--- config.mk ---
export PLATFORM = sky130hd
export DESIGN_NAME = ram_arbiter
export DESIGN_NICKNAME = d
export VERILOG_FILES = /design/src/rtl/ram_pkg.sv /design/src/rtl/ram_arb_pick.sv /design/src/rtl/ram_arbiter.sv
export SDC_FILE = /design/constraint.sdc
export NUM_CORES = 1
export LEC_CHECK = 0
export ABC_AREA = 1
export CELL_PAD_IN_SITES_DETAIL_PLACEMENT = 1
export CELL_PAD_IN_SITES_GLOBAL_PLACEMENT = 1
export CORE_AREA = 2 2 85 107
export CTS_BUF_LIST = sky130_fd_sc_hd__clkbuf_8
export CTS_CLUSTER_DIAMETER = 120
export DETAILED_ROUTE_END_ITERATION = 8
export DIE_AREA = 0 0 87 109
export PLACE_DENSITY = 0.87
export SLEW_MARGIN = 25
export SYNTH_ARGS = -nofsm -noshare
export SYNTH_HDL_FRONTEND = slang
export SYNTH_HIERARCHICAL = 1
export SYNTH_SLANG_ARGS = --single-unit
--- constraint.sdc ---
create_clock -name clock -period 1.91 [get_ports clock]
set_input_delay 0.191 -clock clock [delete_from_list [all_inputs] [get_ports clock]]
set_output_delay 0.191 -clock clock [all_outputs]
set_load 0.01 [all_outputs]
--- src/rtl/ram_pkg.sv ---
// Shared constants and types for the program/data RAM arbiter.
package ram_pkg;

    localparam int ADDR_W = 8;
    localparam int DATA_W = 16;

    // Records which requester currently holds a lock.
    typedef enum logic [1:0] {
        IDLE = 2'd0,
        OWN0 = 2'd1,
        OWN1 = 2'd2
    } own_state_e;

    localparam logic REQ_CPU  = 1'b0;
    localparam logic REQ_LOAD = 1'b1;

endpackage

--- src/rtl/ram_arb_pick.sv ---
// Two-way picker: a lone requester wins outright; on contention either requester 0
// wins (fixed priority) or the one that did not win last time does.
module ram_arb_pick (
    input  logic [1:0] req_i,
    input  logic       rr_last_i,
    input  logic       fixed_prio_i,
    output logic [1:0] gnt_o
);

    always_comb begin
        gnt_o = '0;
        case (req_i)
            2'b01:   gnt_o = 2'b01;
            2'b10:   gnt_o = 2'b10;
            2'b11:   gnt_o = (fixed_prio_i || rr_last_i) ? 2'b01 : 2'b10;
            default: gnt_o = '0;
        endcase
    end

endmodule

--- src/rtl/ram_arbiter.sv ---
// Two-requester arbiter/sequencer for the single-port program/data RAM with
// locked bursts and a one-cycle read-return pipeline.
module ram_arbiter #(
    parameter int ADDR_W     = ram_pkg::ADDR_W,
    parameter int DATA_W     = ram_pkg::DATA_W,
    parameter int MAX_BURST  = 4,
    parameter int FIXED_PRIO = 0
) (
    input  logic              clock,
    input  logic              reset_n,
    input  logic              m0_req,
    input  logic              m0_we,
    input  logic              m0_lock,
    input  logic [ADDR_W-1:0] m0_addr,
    input  logic [DATA_W-1:0] m0_wdata,
    output logic              m0_gnt,
    output logic              m0_rvalid,
    output logic [DATA_W-1:0] m0_rdata,
    input  logic              m1_req,
    input  logic              m1_we,
    input  logic              m1_lock,
    input  logic [ADDR_W-1:0] m1_addr,
    input  logic [DATA_W-1:0] m1_wdata,
    output logic              m1_gnt,
    output logic              m1_rvalid,
    output logic [DATA_W-1:0] m1_rdata,
    output logic [ADDR_W-1:0] ram_addr,
    output logic [DATA_W-1:0] ram_din,
    output logic              ram_we,
    input  logic [DATA_W-1:0] ram_dout
);

    import ram_pkg::*;

    localparam logic [3:0] BURST_MAX = 4'(MAX_BURST);
    localparam logic       FIXED     = (FIXED_PRIO != 0);

    own_state_e        state_q, state_d;
    logic              rr_last_q, rr_last_d;
    logic              hand_q, hand_d;
    logic [3:0]        burst_q, burst_d;
    logic              rd_q, rd_d;
    logic              tag_q, tag_d;
    logic [DATA_W-1:0] hold0_q, hold1_q;

    logic [1:0] req_v, we_v, lock_v, pick_gnt, gnt, gnt_act;
    logic       own_id;

    assign req_v  = {m1_req, m0_req};
    assign we_v   = {m1_we, m0_we};
    assign lock_v = {m1_lock, m0_lock};
    assign own_id = (state_q == OWN1);

    // After a lock ends, fixed priority is suspended for one cycle so the
    // other requester is handed the RAM; rr_last already names the old owner.
    ram_arb_pick u_pick (
        .req_i        (req_v),
        .rr_last_i    (rr_last_q),
        .fixed_prio_i (FIXED && !hand_q),
        .gnt_o        (pick_gnt)
    );

    always_comb begin
        state_d   = state_q;
        rr_last_d = rr_last_q;
        burst_d   = burst_q;
        hand_d    = 1'b0;
        gnt       = '0;
        case (state_q)
            IDLE: begin
                gnt = pick_gnt;
                if (|pick_gnt) begin
                    rr_last_d = pick_gnt[REQ_LOAD];
                    if (lock_v[pick_gnt[REQ_LOAD]]) begin
                        if (BURST_MAX > 4'd1) begin
                            state_d = pick_gnt[REQ_LOAD] ? OWN1 : OWN0;
                            burst_d = 4'd1;
                        end else begin
                            hand_d = 1'b1;
                        end
                    end
                end
            end
            default: begin
                if (req_v[own_id]) begin
                    gnt[own_id] = 1'b1;
                    rr_last_d   = own_id;
                    if (lock_v[own_id] && (burst_q + 4'd1 < BURST_MAX)) begin
                        burst_d = burst_q + 4'd1;
                    end else begin
                        state_d = IDLE;
                        burst_d = '0;
                        hand_d  = 1'b1;
                    end
                end else begin
                    state_d = IDLE;
                    burst_d = '0;
                    hand_d  = 1'b1;
                end
            end
        endcase
    end

    assign gnt_act  = gnt & {2{reset_n}};
    assign m0_gnt   = gnt_act[REQ_CPU];
    assign m1_gnt   = gnt_act[REQ_LOAD];

    assign ram_addr = gnt_act[REQ_LOAD] ? m1_addr  : m0_addr;
    assign ram_din  = gnt_act[REQ_LOAD] ? m1_wdata : m0_wdata;
    assign ram_we   = |(gnt_act & we_v);

    assign rd_d     = |(gnt_act & ~we_v);
    assign tag_d    = gnt_act[REQ_LOAD];

    assign m0_rvalid = rd_q & ~tag_q;
    assign m1_rvalid = rd_q & tag_q;
    assign m0_rdata  = m0_rvalid ? ram_dout : hold0_q;
    assign m1_rdata  = m1_rvalid ? ram_dout : hold1_q;

    always_ff @(posedge clock or negedge reset_n) begin
        if (!reset_n) begin
            state_q   <= IDLE;
            rr_last_q <= 1'b1;
            hand_q    <= 1'b0;
            burst_q   <= '0;
            rd_q      <= 1'b0;
            tag_q     <= 1'b0;
            hold0_q   <= '0;
            hold1_q   <= '0;
        end else begin
            state_q   <= state_d;
            rr_last_q <= rr_last_d;
            hand_q    <= hand_d;
            burst_q   <= burst_d;
            rd_q      <= rd_d;
            tag_q     <= tag_d;
            if (m0_rvalid) hold0_q <= ram_dout;
            if (m1_rvalid) hold1_q <= ram_dout;
        end
    end

endmodule
---- Yosys cells after proc, flatten, opt, wreduce, memory -nomap -nowiden ----
Index checks and enable logic that the tools add are counted.
word-level totals
  bits in registers ....................... 41
  input bits .............................. 72
  output and inout port bits .............. 61
  logic and storage cells ................. 66
cells by class
  add/subtract/negate cells ............... 1
  magnitude comparators ................... 4
  equality and inequality tests ........... 7
  mux-type cells .......................... 30
  bitwise operators ....................... 7
  reductions and logical operators ........ 10
operators by type and width
  kind                 number
  $mux 16              3
  $mux 4               5
  $mux 2               9
  $mux 1               10
  $mux 8               1
  $and 2x2->2          3
  $eq 2x2->1 const B   3
  $pmux 2 s3           1
  $reduce_or 2->1      3
  $add 4x1->4 const B  1
  $lt 1x2->1 const B   2
  $lt 4x3->1 const B   1
  $ne 2x2->1 const B   2
  $reduce_and 2->1     2
  $ne 3x2->1 const B   1
  $reduce_and 3->1     1
  $and 1x1->1          2
  $eq 2x1->1 const B   1
  $logic_and 1x1->1    2
  $logic_not 2->1      1
  $not 2->2            1
  $reduce_bool 2->1    1
  $demux 1 s1          1
  $ge 1x1->1 const B   1
  $not 1->1            1

---- Logic depth before layout (Yosys ltp) ----
  depth after elaboration ................. 10
  depth in mapped cells ................... 11
  mapped depth without buffers ............ 11

---- Cells and area by module ----
Netlist, hierarchy kept.
by module, submodules not included
  module        times used  cells an instance  area each (um^2)  sequential area each (um^2)
  ram_arbiter   1           272                2,016.9           1,027.2
  ram_arb_pick  1           13                 50.0              0.0

---- Worst setup path after synthesis ----
No wires, ideal clock.
  path type ............................... reg-to-output
  start ................................... register rr_last_q
  end ..................................... output ram_din[10]
  data arrival time ....................... 1.279 ns
  required time ........................... 1.719 ns
  path slack .............................. 0.440 ns
  stages on the path, launching flop included .. 10
  path buffers ............................ 1
  path through ............................ dfstp_2 inv_1 nand3_1 nand2_1 inv_1 o21ai_4 nand2_4 buf_2 nand2_1 nand2_1
between the ends
  cells in the longest elaborated chain, start to end .. 5
RTL lines
  item                    RTL line            text
  from (decl)             ram_arbiter.sv:39   logic rr_last_q, rr_last_d;
  from (signal assigned)  ram_arbiter.sv:132  rr_last_q <= rr_last_d;
  $mux 2                  ram_arb_pick.sv:15  2'b11: gnt_o = (fixed_prio_i || rr_last_i) ? 2'b01 : 2'b10;
  $pmux 2 s3              ram_arb_pick.sv:12  case (req_i)
  net pick_gnt[1]         ram_arbiter.sv:46   logic [1:0] req_v, we_v, lock_v, pick_gnt, gnt, gnt_act;
  $mux 2                  ram_arbiter.sv:69   case (state_q)
  $and 2x2->2             ram_arbiter.sv:104  assign gnt_act = gnt & {2{reset_n}};
  $mux 16                 ram_arbiter.sv:109  assign ram_din = gnt_act[REQ_LOAD] ? m1_wdata : m0_wdata;
  to (decl)               ram_arbiter.sv:28   output logic [DATA_W-1:0] ram_din,
The timed path passes the listed nets, and every way through them passes these cells.

---- Final worst setup path ----
  start ................................... register state_q[1]
  end ..................................... output ram_din[4]
between the ends
  cells in the longest elaborated chain, start to end .. 9
  elaborated cells between the ends (all ways) .. 13
  those cells by class .................... order compare (2); eq/ne (1); mux (7); bitwise (1); reduce/logical (2)
RTL lines
  item                                                                   RTL line            text
  from (decl)                                                            ram_arbiter.sv:38   own_state_e state_q, state_d;
  from (signal assigned)                                                 ram_arbiter.sv:131  state_q <= state_d;
  $eq 2x2->1                                                             ram_arbiter.sv:52   assign own_id = (state_q == OWN1);
  $lt 1x2->1 (implied by the code) / $ge 1x1->1 (equally long branches)  ram_arbiter.sv:86   gnt[own_id] = 1'b1;
  $logic_and 1x1->1 (implied by the code)                                ram_arbiter.sv:86
  $mux 1 (implied by the code)                                           ram_arbiter.sv:86
  $demux 1 s1                                                            ram_arbiter.sv:86
  $mux 2                                                                 ram_arbiter.sv:85   if (req_v[own_id]) begin
  $mux 2 (*)                                                             ram_arbiter.sv:69
  $and 2x2->2 (*)                                                        ram_arbiter.sv:104
  $mux 16 (*)                                                            ram_arbiter.sv:109
Every way passes the cells marked *; elsewhere a longest branch is shown, timed or not. The select of a mux whose other input is x is not followed.

==> results.toml <==
[clocking]
clock_sinks = 41
insertion_delay_ns = 0.29
htreeDepth = 2
clkTransAtPathRegs_ns = 0.08
cts_tree = "done"
cts_buffers = 5
root_buffer = "clkbuf_8"
ctsLongestPathBuffers = 2

[sta]
slew_viol_final = 0
finClkSkew_ns = 0.00770
hold_viol_final = 0
grt_setup_unrepaired = "yes"
min_period_ns = 2.04
fmax_mhz = 490
max-slew-margin-rel_pct = 65.7
worst_slack_ns = -0.130
finalCritPeriodShare_pct = 107
setup-violations-final = 13
tightest_slew_ns = 0.514

[die]
die_w_um = 87
die_h_um = 109
start_util_pct = 24.3
row_count = 38
ios = 133
dieArea_mm2 = 0.00948
coreArea_mm2 = 0.00851

[synth]
seq_area_frac_synth_pct = 49.7
synth_top_area_share_pct = 48.4
avgSynthCellArea_um2 = 7.25
ys_warn_count = 6
synth_area_leader_cell = "dfrtp_1"
synthCells = 285
synth_area_mm2 = 0.00207
synth_area_leaders = "dfrtp_1 48%, nand2_1 25%, inv_1 5.6%"
ys.flop_type = "dfrtp_1"
async_flop_share_pct = 100
synth_seq_cells = 41
synth.distinct_cells = 24
synth_nets = 358
synth_edf_count = 0

[pwr]
leakage_nw = 2.08
p_per_area_mw_per_mm2 = 1200
total_power_w = 0.00472
ir_worst_vdd_v = 0.000369

[min_path]
hp-class = "input port to async pin"

[critical_path]
crit_end = "ram_din[4]"
slowest_delay_ns = 0.44
cp-startpoint = "state_q[1]$_DFFE_PN0P_"
rrSetupSlack_ns = 0.25
arrival_ns = 1.85
r2r_end = "state_q[1]$_DFFE_PN0P_"
timing.rr.start = "rr_last_q$_DFFE_PN1P_"
critical_path_class = "flop to primary output"
reg2regPathDepth = 13
critPathTopFamily = "buffers and inverters"
crit_slowest_cell = "dfrtp_1"
cp.depth = 10
cp.required_ns = 1.72
cp_num_buf_inv = 5
startpoint_type = "flop"
path_common_cell = "buf_12"
worstPathCellList = "nor2_4, inv_2, o21ai_4, nand2_4, buf_12, buf_16, buf_12, nand2_2, nand2_1, buf_2"
end_kind = "primary output"
path_max_fanout = 4

[grt]
gr-usage-met3_pct = 4.24
grt_usage_pct = 17.1
gr-usage-met1_pct = 17.4
grt_start_max_net_pins = 42
busiest_layer = "met2"
antenna_found_initial = 1
grt_pass1_wl_mm = 12.7
grt_util_met2_pct = 33.2
overflow = 0
grt_pass1_vias = 2716

[route]
postRouteWirelength_mm = 8.11
avgViaCountPerCell = 4.52
drc_errors = 0
drt-initial-drc-count = 60
wl_per_cell_um = 14.8
ant_nets = 0
vias = 2474
drtPass1Iterations = 4

[job]
drv_cap = 0

[placed_design]
hpwlAfterDp_mm = 5.94
numPortBuffers = 132
gp_congestion = 0.759

[final_layout]
areaGrowthSynthToFinish_pct = 90.6
final_common_cell = "nand2_1"
utilization_pct = 46.3
layout-drive-gt1-share_pct = 24.8
mostFrequentLayoutCells = "108 x nand2_1, 71 x clkdlybuf4s50_1, 39 x dfrtp_1"
diodes = 0
finalNetCount = 520

[run_status]
violations = "negative setup slack"
outcome = "finished with violations"
[through the flow]
step           setup TNS, ns  std cells  setup WS, ns  hold WS [ns]  area (µm²)
2_1_floorplan              0        285         0.440        -0.105        2070
3_5_place_dp          -11.09        521        -0.475         0.376        3580
5_1_grt                -2.72        547        -0.189        0.0921        3940
6_report              -0.798        547        -0.130        0.0505        3940
3_3_place_gp           -8.94        521        -0.387         0.357        3580
4_1_cts                -1.23        544        -0.139        0.0578        3850
[report_power, final]
| group | internal (W) | total [W] | switching, W |
|---|---|---|---|
| combinational | 0.00124 | 0.00264 | 0.00140 |
| clock | 0.000380 | 0.000660 | 0.000281 |
| sequential | 0.00127 | 0.00142 | 0.000159 |
| total | 0.00288 | 0.00472 | 0.00184 |
[area by class of cell]
class / instances / area (µm²)
Timing Repair inverter: 3 / 33.8
Clock buffer: 5 / 68.8
Multi-Input combinational cell: 199 / 966
Inverter: 35 / 148
Timing Repair Buffer: 162 / 1530
Tap cell: 100 / 125
Clock inverter: 2 / 35.0
Fill cell: 1061 / 4570
Sequential cell: 41 / 1030
[state kept, by name, indices dropped and copies added, names as in the netlist]
name	count
burst_q	4
state_q	2
hold0_q	16
hold1_q	16
rr_last_q	1
tag_q	1
rd_q	1
[how the worst min path moves through the flow]
stage	start	to	slack [ns]	cells past startpoint
4_1_cts	reset_n	burst_q[2]$_DFFE_PN0P_	0.06	2
2_1_floorplan	reset_n	burst_q[0]$_DFFE_PN0P_	-0.10	0
6_report	reset_n	tag_q$_DFF_PN0_	0.05	2
3_3_place_gp	reset_n	burst_q[0]$_DFFE_PN0P_	0.36	2
5_1_grt	reset_n	hold1_q[8]$_DFF_PN0_	0.09	2
3_5_place_dp	reset_n	burst_q[3]$_DFFE_PN0P_	0.38	2
[cells by family (layout without fill, tap and decap cells)]
family	Yosys count	count (layout)	synth area share [%]
other	1	1	0.181
xor gates and xnor gates	1	1	0.424
AOI/OAI and AO/OA	38	38	9.81
DFF	41	41	49.7
buffers and inverters	45	207	9.14
adders and majority gates	1	1	0.605
and+or+nand+nor	158	158	30.1
[Yosys cell counts (2+ instances only)]
cell	n
nand3_1	7
nand4_1	2
nor2_1	7
nand2_1	138
buf_6	2
buf_2	2
inv_2	3
dfrtp_1	40
inv_1	31
o21ai_1	15
clkbuf_1	6
o21ai_0	20
[what timing repair did]
action                                  in CTS  in global routing
cloned                                       3                  2
setup buffers                               13                  5
hold buffers                                 0                  0
pin swaps                                   10                  9
endpoints found under the setup margin      59                 28
resized for setup                          188                 26
[routing by layer]
metal	vias up	part of all wire, %	routed length [µm]
li1	1191	-	-
met5	-	0	0
met4	0	1.6	129
met1	1176	35	2870
met3	12	6.7	546
met2	95	56	4560
(Power assumes the default switching activity.)
